**src/rtl/writeback_regfile.sv**
```systemverilog
// Write-back stage and architectural register file for the Y86-64 pipeline.
// - Commits W_valE / W_valM into 15 writable 64-bit registers. reg15 is
//   hard-wired to zero.
// - Tracks sticky program status and counts retired (non-bubble) instructions.
// - There is no internal bypass. The decode stage forwards W_* values itself.
module writeback_regfile #(
  parameter int                 DATA_W    = 64,
  parameter logic [DATA_W-1:0]  RESET_RSP = 'h200
) (
  input  logic              clk,
  input  logic              rst_n,
  input  logic [1:0]        W_stat,
  input  logic [3:0]        W_icode,
  input  logic [3:0]        W_dstE,
  input  logic [3:0]        W_dstM,
  input  logic [DATA_W-1:0] W_valE,
  input  logic [DATA_W-1:0] W_valM,
  input  logic              W_stall,
  output logic [DATA_W-1:0] reg0,
  output logic [DATA_W-1:0] reg1,
  output logic [DATA_W-1:0] reg2,
  output logic [DATA_W-1:0] reg3,
  output logic [DATA_W-1:0] reg4,
  output logic [DATA_W-1:0] reg5,
  output logic [DATA_W-1:0] reg6,
  output logic [DATA_W-1:0] reg7,
  output logic [DATA_W-1:0] reg8,
  output logic [DATA_W-1:0] reg9,
  output logic [DATA_W-1:0] reg10,
  output logic [DATA_W-1:0] reg11,
  output logic [DATA_W-1:0] reg12,
  output logic [DATA_W-1:0] reg13,
  output logic [DATA_W-1:0] reg14,
  output logic [DATA_W-1:0] reg15,
  output logic [1:0]        prog_stat,
  output logic              halted,
  output logic [63:0]       retired_count
);

  localparam logic [1:0] STAT_AOK = 2'd0;
  localparam logic [3:0] ICODE_NOP = 4'h1;
  localparam logic [3:0] REG_NONE = 4'hF;

  typedef enum logic {
    ST_RUN  = 1'b0,
    ST_HALT = 1'b1
  } state_t;

  state_t             r_state;
  logic [1:0]         r_prog_stat;
  logic               r_halted;
  logic [63:0]        r_retired;

  logic               w_commit;
  logic               w_retire;
  logic [DATA_W-1:0]  w_regs [16];

  // A commit needs a running machine, no stall and an AOK instruction in W.
  // Non-AOK instructions write nothing and are not counted.
  assign w_commit = (r_state == ST_RUN) && !W_stall && (W_stat == STAT_AOK);
  assign w_retire = w_commit && (W_icode != ICODE_NOP);

  // Registers 0..14 are real storage.
  // When dstE and dstM name the same register, valM takes priority.
  // This gives popq %rsp its architectural behaviour.
  for (genvar gi = 0; gi < 15; gi++) begin : g_reg
    localparam logic [3:0]        IDX = 4'(gi);
    localparam logic [DATA_W-1:0] RST = (gi == 4) ? RESET_RSP : '0;

    logic [DATA_W-1:0] r_q;

    // Load valM or valE into this register on a committing edge.
    always_ff @(posedge clk or negedge rst_n) begin
      if (!rst_n) begin
        r_q <= RST;
      end else if (w_commit && (W_dstM == IDX)) begin
        r_q <= W_valM;
      end else if (w_commit && (W_dstE == IDX)) begin
        r_q <= W_valE;
      end
    end

    assign w_regs[gi] = r_q;
  end

  // Index F means "no destination", so register 15 never holds a value.
  assign w_regs[15] = '0;

  // Status FSM.
  // - The first unstalled non-AOK instruction moves the machine to HALT.
  // - HALT is left only through reset.
  always_ff @(posedge clk or negedge rst_n) begin
    if (!rst_n) begin
      r_state     <= ST_RUN;
      r_prog_stat <= STAT_AOK;
      r_halted    <= 1'b0;
    end else begin
      case (r_state)
        ST_RUN: begin
          if (!W_stall && (W_stat != STAT_AOK)) begin
            r_state     <= ST_HALT;
            r_prog_stat <= W_stat;
            r_halted    <= 1'b1;
          end
        end
        ST_HALT: begin
          r_state     <= ST_HALT;
          r_prog_stat <= r_prog_stat;
          r_halted    <= 1'b1;
        end
        default: begin
          r_state     <= ST_RUN;
          r_prog_stat <= STAT_AOK;
          r_halted    <= 1'b0;
        end
      endcase
    end
  end

  // Count committed non-bubble instructions. The count wraps naturally at 2^64.
  always_ff @(posedge clk or negedge rst_n) begin
    if (!rst_n) begin
      r_retired <= '0;
    end else if (w_retire) begin
      r_retired <= r_retired + 64'd1;
    end
  end

  // Only dstE/dstM equal to F means "none".
  // The comparison is kept explicit here so the encoding is documented in one place.
  logic w_unused_none;
  assign w_unused_none = (W_dstE == REG_NONE) & (W_dstM == REG_NONE);

  assign reg0  = w_regs[0];
  assign reg1  = w_regs[1];
  assign reg2  = w_regs[2];
  assign reg3  = w_regs[3];
  assign reg4  = w_regs[4];
  assign reg5  = w_regs[5];
  assign reg6  = w_regs[6];
  assign reg7  = w_regs[7];
  assign reg8  = w_regs[8];
  assign reg9  = w_regs[9];
  assign reg10 = w_regs[10];
  assign reg11 = w_regs[11];
  assign reg12 = w_regs[12];
  assign reg13 = w_regs[13];
  assign reg14 = w_regs[14];
  assign reg15 = w_regs[15];

  assign prog_stat     = r_prog_stat;
  assign halted        = r_halted;
  assign retired_count = r_retired;

endmodule

```
**config.mk**
```make
export PLATFORM = sky130hd
export DESIGN_NAME = writeback_regfile
export DESIGN_NICKNAME = d
export VERILOG_FILES = /design/src/rtl/writeback_regfile.sv
export SDC_FILE = /design/constraint.sdc
export NUM_CORES = 2
export LEC_CHECK = 0
export CORE_AREA = 2 2 486 488
export DETAILED_ROUTE_END_ITERATION = 7
export DIE_AREA = 0 0 488 490
export GPL_ROUTABILITY_DRIVEN = 1
export SLEW_MARGIN = 20
export SYNTH_ARGS = -nofsm -noshare
export SYNTH_HDL_FRONTEND = slang
export SYNTH_SLANG_ARGS = --single-unit
export TNS_END_PERCENT = 30
```
**constraint.sdc**
```tcl
create_clock -name clk -period 5.65 [get_ports clk]
set_input_delay 1.13 -clock clk [delete_from_list [all_inputs] [get_ports clk]]
set_output_delay 1.13 -clock clk [all_outputs]
set_load 0.03 [all_outputs]
```
==> flow_summary.toml <==
[synth]
synth_xor_area_share_pct = 1.15
syn_area_mm2 = 0.0479
seq_area_frac_synth_pct = 53.7
async_flop_share_pct = 100
dominantRegCellSynth = "dfrtp_1"
synth_edf_count = 0
synth_top_family_by_area = "multiplexers"
synth.area.mux_share_pct = 14.7
ys_seq_elements = 1028
synth-adder-area-share_pct = 0.0261
syn_inst = 4978
synth_cell_types = 51
ys_warn_count = 0
syn_area_per_cell_um2 = 9.62
synth_compound_area_share_pct = 10.8
yosys.area_share.simple_pct = 13.9

[setup_path]
required_ns = 6.24
r2r_start = "r_state"
cpPeakStageDelay_ns = 0.67
critPathBufInv = 2
criticalPathCategory = "primary input to flop"
ff2ff_setup_slack_ns = 2.33
crit_path_end_kind = "flop"
arrival_ns = 4.32
worstReg2RegEnd = "reg9[44]"
crit_chain = "clkdlybuf4s50_1, or4_4, nor3b_4, nand2_4, buf_12, mux2i_1, a21oi_1"
reg2regPathDepth = 6
start_kind = "primary input"
cp_max_fo = 34
crit_family = "simple AND/OR/NAND/NOR gates"
cp_slowest_cell = "or4_4"

[routing]
wire_per_inst_um = 27.0
via_count = 42700
ant_nets = 0
drt-total-wl_um = 248000
drtIter0Drc = 3804
drcViolationCount = 1
drt-pass1-iter-count = 8
avgViaCountPerCell = 4.65

[power]
seqPwrFrac_pct = 42.9
ir_drop_mv = 0.253
pwr-share-clk_pct = 46.7
internal_power_uw = 12800
pwr-share-comb_pct = 10.4
p_leak_uw = 0.0312
sw_frac_of_total_pct = 28.1
p_per_area_mw_per_mm2 = 268
power.switching_uw = 5020

[global_route]
grt_use_total_pct = 19.9
use_met1_pct = 25.2
grt_overflow_total = 0
grt_pass1_vias = 41400
antenna_found_initial = 19
grt_util_met2_pct = 30.7
grt_pass1_wl_um = 337000
grt_busiest_layer = "met2"
grt_util_met3_pct = 5.93
grt_max_degree = 147

[sta]
fmax_ghz = 0.268
setup_slack_ns = 1.92
hold_viol_final = 0
skew_ns = 0.0414
fin_tns_setup_ns = 0
max_slew_margin_pct = 14.1
finalSetupViolCount = 0
worst_slew_pin_slew_ns = 1.28
slew_violations = 0
rsz0062_at_grt = "no"
finalCritPeriodShare_pct = 66.0
min_period_ns = 3.73

[layout]
fin_util_pct = 28.5
drive_gt1_share_pct = 6.69
syn_to_final_growth_pct = 39.4
finalNetCount = 6071

[floorplanning]
ios = 1236
dieArea_mm2 = 0.239
start_util_pct = 20.5
die_h_um = 490
coreArea_mm2 = 0.234
dieWidth_um = 488
num_rows = 178

[clock_network]
cts_tree = "yes"
worstSkewPairLatency_ns = 0.77
ctsHoldBuffers = 0
clk_pin_slew_ns = 0.06
clkSinkCount = 1028
post-cts-setup-buffers = 0
cts_resized = 0
htree_levels = 3
clock-root-buffer = "clkbuf_16"
clock_path_buffers = 3
numCtsBuffers = 121

[run_status]
violations = "design-rule violations"
status = "finished, violations left"

[worst_hold_path]
hold_path.class = "primary input to async pin"

[placed_design]
place_congestion = 0.828
portBuffers = 1171
dpl.hpwl_um = 169000
post-place-ws_ns = 1.17

[run]
maxCapViolCount = 0
[worst max path at each step]
stage,depth (start not counted),slack [ns],start,end
after CTS,7,2.04,W_stall,reg9[44]
after global placement,7,1.34,W_stall,reg9[43]
final,7,1.92,W_stall,reg9[44]
after floorplan,9,2.68,W_stall,reg7[57]
after detailed placement,7,1.17,W_stall,reg9[44]
after global routing,7,1.89,W_stall,reg4[54]
[metrics by stage]
step           hold WS [ns]  std cells  cell area [um2]  total power [uW]
6_report              0.454       9188            66800             17900
5_1_grt               0.454       9182            66700             18400
4_1_cts               0.394       9177            66700             18100
3_5_place_dp          0.468       8951            62500              9650
3_3_place_gp          0.462       8951            62500              9630
2_1_floorplan         0.505       5041            48100              8540
[placed cells by master (no fill, tap or decap), types with 9 or more instances in the layout]
master / count
clkinv_2: 19
o21ai_0: 264
mux2i_1: 704
clkbuf_1: 20
nor3_1: 19
clkbuf_16: 122
nand4_1: 24
a31oi_1: 256
clkdlybuf4s50_1: 1151
xor2_1: 36
clkbuf_8: 35
xnor2_1: 27
buf_2: 19
conb_1: 64
nand3_1: 25
nor4_1: 17
a21oi_1: 320
nor2_1: 600
diode_2: 10
dfrtp_1: 1027
o21ai_1: 110
clkinvlp_4: 9
nand2_1: 927
o21ai_2: 10
nand2_4: 11
buf_4: 95
buf_12: 26
[final cells by class]
class	count	area, um2
fill	24400	167000
sequential	1028	25700
multi-input combinational	3474	20000
timing repair buffer	1292	12900
tap	3150	3940
clock buffer	177	3610
clock inverter	49	591
inverter	8	30.0
antenna	10	25.0
[kinds of logic after synthesis]
| group | after synthesis |
|---|---|
| AO/OA/AOI/OAI | 963 |
| XOR/XNOR | 63 |
| adder cells (fa/ha/maj) | 1 |
| buffers and inverters | 539 |
| flip-flops | 1028 |
| multiplexers | 705 |
| other | 1 |
| AND/OR/NAND/NOR | 1678 |
[Yosys cell counts, drive strengths merged, types with 4 or more instances]
cell type  count  share of area [%]
o21ai        384                4.1
nor2         602                4.7
nor3          21               0.23
xor2          36               0.66
mux2i        704                 15
a21oi        320                3.3
and3           8               0.10
dfrtp       1027                 54
nand2        940                7.4
xnor2         27               0.49
clkbuf       343                3.1
nor2b          7              0.091
and2           4              0.052
nand4         25               0.34
a31oi        256                3.3
nand3         29               0.30
and4           6               0.11
inv            8              0.063
nor4          18               0.24
buf          187                2.5
[routing by layer]
metal / vias to the layer above / routed length (um)
li1: 18700 / -
met4: 0 / 12500
met5: - / 0
met2: 2314 / 109000
met3: 474 / 24400
met1: 21300 / 102000
[power by group through the flow]
stage,registers (uW),clock network (uW),logic [uW]
final,7660,8340,1860
after global routing,7680,8830,1940
after CTS,7660,8550,1870
after detailed placement,7790,0,1860
after global placement,7790,0,1850
after floorplan,8130,0,408
(Power assumes the default switching activity.)
